### config.mk
export PLATFORM = sky130hd
export DESIGN_NAME = demux18_sched
export DESIGN_NICKNAME = d
export VERILOG_FILES = /design/src/rtl/demux18_sched.sv
export SDC_FILE = /design/constraint.sdc
export NUM_CORES = 1
export LEC_CHECK = 0
export CAP_MARGIN = 20
export CORE_UTILIZATION = 55
export DETAILED_ROUTE_END_ITERATION = 8
export DONT_BUFFER_PORTS = 1
export PLACE_DENSITY = 0.7
export SETUP_SLACK_MARGIN = 0.3
export SKIP_CTS_REPAIR_TIMING = 1
export SLEW_MARGIN = 20
export SYNTH_ARGS = -nofsm -noshare
export SYNTH_HDL_FRONTEND = slang
export SYNTH_SLANG_ARGS = --single-unit
### constraint.sdc
create_clock -name clk -period 3.3 [get_ports clk]
set_input_delay 0.33 -clock clk [delete_from_list [all_inputs] [get_ports clk]]
set_output_delay 0.33 -clock clk [all_outputs]
set_load 0.005 [all_outputs]
### src/rtl/demux18_sched.sv
// Break-before-make sequencer for a 1-to-8 demux: queues {sel, data} requests in a FIFO and
// walks each one through SETUP / DRIVE / GAP so a line is only driven while its select is stable.
module demux18_sched #(
   parameter int unsigned DEPTH = 4,
   parameter int unsigned HOLD  = 3
) (
   input  logic                     clk,
   input  logic                     rst,
   input  logic                     in_valid,
   input  logic [2:0]               in_sel,
   input  logic                     in_data,
   output logic                     in_ready,
   output logic [3:0]               demux_i,
   output logic                     busy,
   output logic                     done,
   output logic [2:0]               done_sel,
   output logic [$clog2(DEPTH):0]   fifo_count
);

   localparam int unsigned AW = $clog2(DEPTH);
   localparam int unsigned CW = AW + 1;

   typedef enum logic [1:0] {StIdle, StSetup, StDrive, StGap} state_e;

   state_e          state_q, state_d;
   logic [7:0]      cnt_q, cnt_d;
   logic [2:0]      cur_sel_q, cur_sel_d;
   logic            cur_data_q, cur_data_d;
   logic [2:0]      done_sel_q, done_sel_d;
   logic [3:0]      mem_q [DEPTH];
   logic [3:0]      mem_d [DEPTH];
   logic [AW-1:0]   wr_ptr_q, wr_ptr_d;
   logic [AW-1:0]   rd_ptr_q, rd_ptr_d;
   logic [CW-1:0]   count_q, count_d;
   logic            push, pop, fifo_empty;

   assign fifo_empty = (count_q == '0);
   assign in_ready   = (count_q != CW'(DEPTH));
   assign push       = in_valid && in_ready;

   always_comb begin
      state_d    = state_q;
      cnt_d      = cnt_q;
      cur_sel_d  = cur_sel_q;
      cur_data_d = cur_data_q;
      done_sel_d = done_sel_q;
      pop        = 1'b0;

      unique case (state_q)
         StIdle: begin
            if (!fifo_empty) begin
               pop     = 1'b1;
               state_d = StSetup;
            end
         end
         StSetup: begin
            state_d = StDrive;
            cnt_d   = 8'(HOLD - 1);
         end
         StDrive: begin
            if (cnt_q == 8'd0) begin
               state_d    = StGap;
               done_sel_d = cur_sel_q;
            end else begin
               cnt_d = cnt_q - 8'd1;
            end
         end
         StGap: begin
            if (!fifo_empty) begin
               pop     = 1'b1;
               state_d = StSetup;
            end else begin
               state_d = StIdle;
            end
         end
         default: state_d = StIdle;
      endcase

      // The select only moves on the edge into SETUP, while the data bit is still low.
      if (pop) begin
         {cur_sel_d, cur_data_d} = mem_q[rd_ptr_q];
      end
   end

   always_comb begin
      mem_d    = mem_q;
      wr_ptr_d = wr_ptr_q;
      rd_ptr_d = rd_ptr_q;
      count_d  = count_q;
      if (push) begin
         mem_d[wr_ptr_q] = {in_sel, in_data};
         wr_ptr_d        = wr_ptr_q + 1'b1;
      end
      if (pop) begin
         rd_ptr_d = rd_ptr_q + 1'b1;
      end
      unique case ({push, pop})
         2'b10:   count_d = count_q + 1'b1;
         2'b01:   count_d = count_q - 1'b1;
         default: count_d = count_q;
      endcase
   end

   always_ff @(posedge clk) begin
      if (rst) begin
         state_q    <= StIdle;
         cnt_q      <= 8'd0;
         cur_sel_q  <= 3'd0;
         cur_data_q <= 1'b0;
         done_sel_q <= 3'd0;
         wr_ptr_q   <= '0;
         rd_ptr_q   <= '0;
         count_q    <= '0;
         for (int i = 0; i < int'(DEPTH); i++) begin
            mem_q[i] <= 4'd0;
         end
      end else begin
         state_q    <= state_d;
         cnt_q      <= cnt_d;
         cur_sel_q  <= cur_sel_d;
         cur_data_q <= cur_data_d;
         done_sel_q <= done_sel_d;
         wr_ptr_q   <= wr_ptr_d;
         rd_ptr_q   <= rd_ptr_d;
         count_q    <= count_d;
         mem_q      <= mem_d;
      end
   end

   assign demux_i    = {(state_q == StDrive) && cur_data_q, cur_sel_q};
   assign done       = (state_q == StGap);
   assign done_sel   = done_sel_q;
   assign busy       = (state_q != StIdle) || !fifo_empty;
   assign fifo_count = count_q;

endmodule

==> out/results.ini, run 1 <==
[placement]
pre_cts_ws_ns = 0.731
gp_congestion = 0.855
placed_cells = 241
numPortBuffers = 0
hpwl_mm = 2.78

[hold_path]
worstHoldPathType = primary input to register

[layout]
drive_gt1_share_pct = 11.3
fin_cells = 249
area_growth_pct = 4.91
fin_nets = 222
num_antenna_cells = 0

[floorplan]
dieWidth_um = 62.1
die_area_sq_um = 3860
io_pins = 20
initial_utilization_pct = 58.7
core-area_sq_um = 3390
core.rowCount = 21
die_y_um = 62.1

[global_routing]
grt_pass1_wl_mm = 6.27
globalRoute.busiestLayer = met2
grt_use_total_pct = 20.7
grt_max_degree = 42
antenna_found_initial = 0
grt_pass1_vias = 1422
grt_util_met1_pct = 24.0
grt.overflow.total = 0
gr-usage-met3_pct = 4.23
grt_util_met2_pct = 36.3

[logic_synthesis]
syn_nets = 222
synth_edf_count = 0
syn_avg_cell_area_sq_um = 9.84
ys_ff_latch = 40
syn_area_sq_um = 1990
post_synth_num_cell_types = 39
synthFlopType = dfxtp_1
async_flop_share_pct = 0
ys_warn_count = 0
syn_inst = 202
ys_seq_area_share_pct = 40.3

[drt]
routed_wl_mm = 3.69
postRouteAntennaNets = 0
num_vias = 1432
drt_iter0_drc = 114
dr.pass1.iters = 4
drcViolationCount = 0
vias_per_cell = 5.75
wl_per_cell_um = 14.8

[cts]
cts_buffers = 5
cts_tree = built
cts.path.max_buffers = 2
clock-sinks = 40
htree_levels = 2
clkLatencyLatePin_ns = 0.34
clk_pin_slew_ns = 0.12
clockRootBuffer = clkbuf_4

[power]
power.density_nw_per_um2 = 738
ir_worst_vdd_mv = 0.388
p_leak_nw = 0.857

[setup_path]
r2r_setup_slack_ns = 0.68
end_kind = register
startpoint_type = register
path_cells = inv_1 -> ha_1 -> nor2_1 -> ha_1 -> inv_1 -> fa_1 -> xor2_1 -> or3_1 -> a21oi_1
critPathBufInv = 2
cp_data_required_time_ns = 3.58
slowest_stage = dfxtp_1
crit_fanout = 7
path_class = register to register
max_stage_delay_ns = 0.44
arrival_ns = 2.89
cp_top_family = adder cells

[run]
drv_cap = 0

[sta]
relSlewSlack_pct = 63.1
finalHoldViolCount = 0
finalCriticalPeriod_ns = 2.62
fin_crit_sh_pct = 79.3
clock_skew_ns = 0.00538
finalWorstSetupSlack_ns = 0.682
slew_viol_final = 0
setup_viol = 0
finalSetupTns_ns = 0
fmax_ghz = 0.382
whs_ns = 0.0461
tightest_slew_ns = 0.550
rsz0062_at_grt = no

[run_status]
status = complete, no violations

cell type report:
class                           count  area (sq um)
Fill cell                         287          1300
Multi-Input combinational cell    145          1110
Clock buffer                        6          41.3
Inverter                           10          37.5
Sequential cell                    40           801
Tap cell                           46          57.6
Clock inverter                      2          35.0
sequential cells by signal, indices dropped and copies added, names as in the netlist:
signal / flops
cnt_q: 8
cur_data_q: 1
cur_sel_q: 3
done_sel: 3
fifo_count: 3
mem_q: 16
rd_ptr_q: 2
state_q: 2
wr_ptr_q: 2
synthesized netlist by cell type (2+ instances only):
| library cell | count | area (sq um) |
|---|---|---|
| dfxtp_1 | 40 | 801 |
| nor2_1 | 31 | 116 |
| mux2i_1 | 20 | 200 |
| a21oi_1 | 15 | 75.1 |
| ha_1 | 12 | 150 |
| inv_1 | 10 | 37.5 |
| nand2_1 | 9 | 33.8 |
| o21ai_0 | 7 | 35.0 |
| nand3_1 | 5 | 25.0 |
| clkbuf_1 | 4 | 15.0 |
| mux4_2 | 4 | 90.1 |
| nand3_4 | 4 | 70.1 |
| a311oi_1 | 3 | 26.3 |
| nand2b_1 | 3 | 18.8 |
| or3_1 | 3 | 18.8 |
| xnor2_1 | 3 | 26.3 |
| a211oi_1 | 2 | 15.0 |
| buf_2 | 2 | 10.0 |
| nor3_1 | 2 | 10.0 |
| nor3b_1 | 2 | 15.0 |
| or3b_2 | 2 | 17.5 |
| xor2_1 | 2 | 17.5 |
power breakdown:
part	internal [W]	switching (W)	total [W]
registers	0.000554	0.0000831	0.000637
logic	0.000259	0.000331	0.000589
clock network	0.000159	0.000154	0.000313
worst paths after layout:
path,from,to,cells past startpoint
hold reg to reg,cur_data_q,cur_data_q,2
hold / removal,rst,cnt_q[6],1
setup reg to reg,state_q[1],fifo_count[2],9
setup / recovery,state_q[1],fifo_count[2],9
stage by stage:
stage / util [%] / total power [W] / instance area, sq um
after global routing: 61.5 / 0.00166 / 2090
final: 61.5 / 0.00154 / 2090
after global placement: 59.3 / 0.00121 / 2010
after detailed placement: 59.3 / 0.00123 / 2010
after floorplan: - / 0.00113 / 1990
after CTS: 61.5 / 0.00155 / 2090
layout by cell type (no fill, tap or decap), drive strengths merged, types with 6 or more instances in the layout:
master  Yosys  layout
a21oi      15      15
clkbuf      4       6
dfxtp      40      40
ha         12      12
inv        10      10
mux2i      20      20
nand2      10      10
nand3       9       9
nor2       31      31
o21ai       8       8
logic make-up after synthesis:
family                   synth area share, %
adder cells (fa/ha/maj)                 8.56
AO/OA/AOI/OAI                           10.8
multiplexers                            14.6
flip-flops                              40.3
buffers and inverters                   3.71
XOR/XNOR                                2.20
AND/OR/NAND/NOR                         19.9
layer usage:
layer | vias to the layer above | part of all wire [%]
met4 | 0 | 1.7
met2 | 42 | 51
met5 | - | 0
met1 | 673 | 43
li1 | 710 | -
met3 | 7 | 4.5
No activity file was read; power rests on OpenSTA's default activity.
==> run 2, diff against run 1 <==
- clock period: 3.3 -> 2.5 ns (I/O delays scaled with it)
==> run 2 against run 1 <==
Cell count up 5.2%. Register-to-register slack worse by 0.40 ns. Non-clock buffer count up 13.
==> out/results.ini, run 2 (synthesis gave the netlist of run 1 again) <==
[sta]
slew_viol_final = 0  ; unchanged
setup_viol = 0  ; unchanged
finalSetupTns_ns = 0  ; unchanged
clock_skew_ns = 0.00535  ; -0.0000231 ns
finalWorstSetupSlack_ns = 0.285  ; -0.397 ns
fmax_ghz = 0.451  ; +18%
finalCriticalPeriod_ns = 2.22  ; -0.403 ns
fin_crit_sh_pct = 88.6  ; +9.3 points
relSlewSlack_pct = 70.1  ; +7.0 points
rsz0062_at_grt = yes
finalHoldViolCount = 0  ; unchanged
tightest_slew_ns = 0.447  ; -0.103 ns

[drt]
num_vias = 1442  ; +0.70%
routed_wl_mm = 4.05  ; +9.5%
dr.pass1.iters = 4  ; unchanged
drcViolationCount = 0  ; unchanged
drt_iter0_drc = 84  ; -26%
vias_per_cell = 5.50  ; -4.3%
postRouteAntennaNets = 0  ; unchanged
wl_per_cell_um = 15.4  ; +4.1%

[layout]
drive_gt1_share_pct = 18.5  ; +7.2 points
final_cell_mix = dfxtp_1 (35), nor2_1 (30), mux2i_1 (20)
fin_cells = 262  ; +5.2%
final_common_cell = dfxtp_1
top_register = mem_q
largestRegisters = mem_q (16), cnt_q (8)
fillerInstances = 256  ; -11%
fin_nets = 235  ; +5.9%
num_antenna_cells = 0  ; unchanged
largest_reg_flops = 16  ; unchanged
area_growth_pct = 14.5

[setup_path]
cp_data_required_time_ns = 2.80  ; -0.78 ns
startpoint_type = register
path_cells = or3b_4 -> nand2_4 -> ha_4 -> inv_1 -> fa_2 -> xor2_1 -> or3_1 -> a21oi_2
path_class = register to register
max_stage_delay_ns = 0.49  ; +0.05 ns
end_kind = register
arrival_ns = 2.51  ; -0.38 ns
slowest_stage = or3b_4
crit_fanout = 7  ; unchanged

[floorplan]
dieWidth_um = 62.1  ; unchanged
io_pins = 20  ; unchanged
core.rowCount = 21  ; unchanged
die_y_um = 62.1  ; unchanged
die_area_sq_um = 3860  ; unchanged
initial_utilization_pct = 58.7  ; unchanged
core-area_sq_um = 3390  ; unchanged

[cts]
htree_levels = 2  ; unchanged
clock-sinks = 40  ; unchanged
cts_tree = built
cts.path.max_buffers = 2  ; unchanged
clkLatencyLatePin_ns = 0.36  ; +0.02 ns
clk_pin_slew_ns = 0.12  ; about the same
cts_buffers = 5  ; unchanged
clockRootBuffer = clkbuf_4

[power]
power.density_nw_per_um2 = 979  ; +33%
finalPower_w = 0.00223  ; +45%
seq_power_share_pct = 38.2  ; -3.2 points
intPower_w = 0.00139  ; +44%
p_switching_w = 0.000835  ; +47%
pwr-share-comb_pct = 42.4  ; +4.1 points
swShare_pct = 37.5  ; +0.56 points
clock_power_share_pct = 19.4  ; -0.9 points
ir_worst_vdd_mv = 0.491  ; +27%
p_leak_nw = 0.945  ; +10%

[global_routing]
grt.overflow.total = 0  ; unchanged
antenna_found_initial = 0  ; unchanged
grt_pass1_vias = 1352  ; -4.9%
grt_pass1_wl_mm = 6.40  ; +2.1%
grt_use_total_pct = 21.5  ; +0.77 points
grt_max_degree = 42  ; unchanged

[placement]
gp_congestion = 0.836  ; -2.2%
placed_cells = 242  ; +0.41%
hpwl_mm = 2.76  ; -0.85%
numPortBuffers = 0  ; unchanged
pre_cts_ws_ns = 0.119  ; -0.612 ns

[hold_path]
worstHoldPathType = primary input to register

[run]
drv_cap = 0  ; unchanged

[run_status]
status = complete, no violations

-- run 2: cell types whose count changed in the layout (fill, tap and decap cells not counted), sizes merged --
cell         delta
clkbuf          -1
dlygate4sd3     +8
clkinvlp        +1
buf             +5
-- run 2: final timing paths --
path | end | slack (ns) | startpoint | depth (start not counted)
max | fifo_count[2] | 0.28 | fifo_count[2] | 8
min reg2reg | mem_q[7] | 0.50 | mem_q[7] | 2
max reg2reg | fifo_count[2] | 0.28 | fifo_count[2] | 8
min | mem_q[7] | 0.03 | in_sel[2] | 2
-- run 2: final cells by class --
| type | instances | area [sq um] | share of cell area [%] |
|---|---|---|---|
| clock buffer | 5 | 37.5 | 1.65 |
| timing repair buffer | 13 | 130 | 5.71 |
| multi-input combinational | 145 | 1160 | 50.9 |
| tap | 46 | 57.6 | 2.53 |
| inverter | 10 | 37.5 | 1.65 |
| sequential | 40 | 812 | 35.7 |
| clock inverter | 3 | 42.5 | 1.87 |
-- run 2: per-layer routing --
layer / part of all wire, % / routed length (um) / global-route usage, %
met5: 0 / 0 / 0
met3: 3.8 / 152 / 5.70
met2: 49 / 1990 / 35.2
met1: 46 / 1850 / 27.5
met4: 1.4 / 55 / 6.98
-- run 2: power groups by stage --
| stage | registers (W) | logic (W) | clock network, W |
|---|---|---|---|
| 2_1_floorplan | 0.000819 | 0.000709 | 0 |
| 3_3_place_gp | 0.000852 | 0.000801 | 0 |
| 3_5_place_dp | 0.000861 | 0.000835 | 0 |
| 4_1_cts | 0.000846 | 0.000838 | 0.000443 |
| 5_1_grt | 0.000867 | 0.00103 | 0.000468 |
| 6_report | 0.000851 | 0.000945 | 0.000433 |
-- run 2: through the flow --
step / utilization, % / hold slack [ns] / instance area (sq um)
after floorplan: - / 0.394 / 2020
after global placement: 60.4 / 0.318 / 2050
after detailed placement: 60.4 / 0.324 / 2050
after CTS: 62.8 / -0.0733 / 2130
after global routing: 67.2 / 0.0317 / 2280
final: 67.2 / 0.0295 / 2280
-- run 2: worst max-delay path: cells and delay by family (launching register included) --
family | cells | cell delay [ns]
AOI/OAI and AO/OA | 1 | 0.12
xor gates and xnor gates | 1 | 0.15
adders and majority gates | 2 | 0.45
buffers and inverters | 1 | 0.04
DFF | 1 | 0.39
and+or+nand+nor | 3 | 0.99
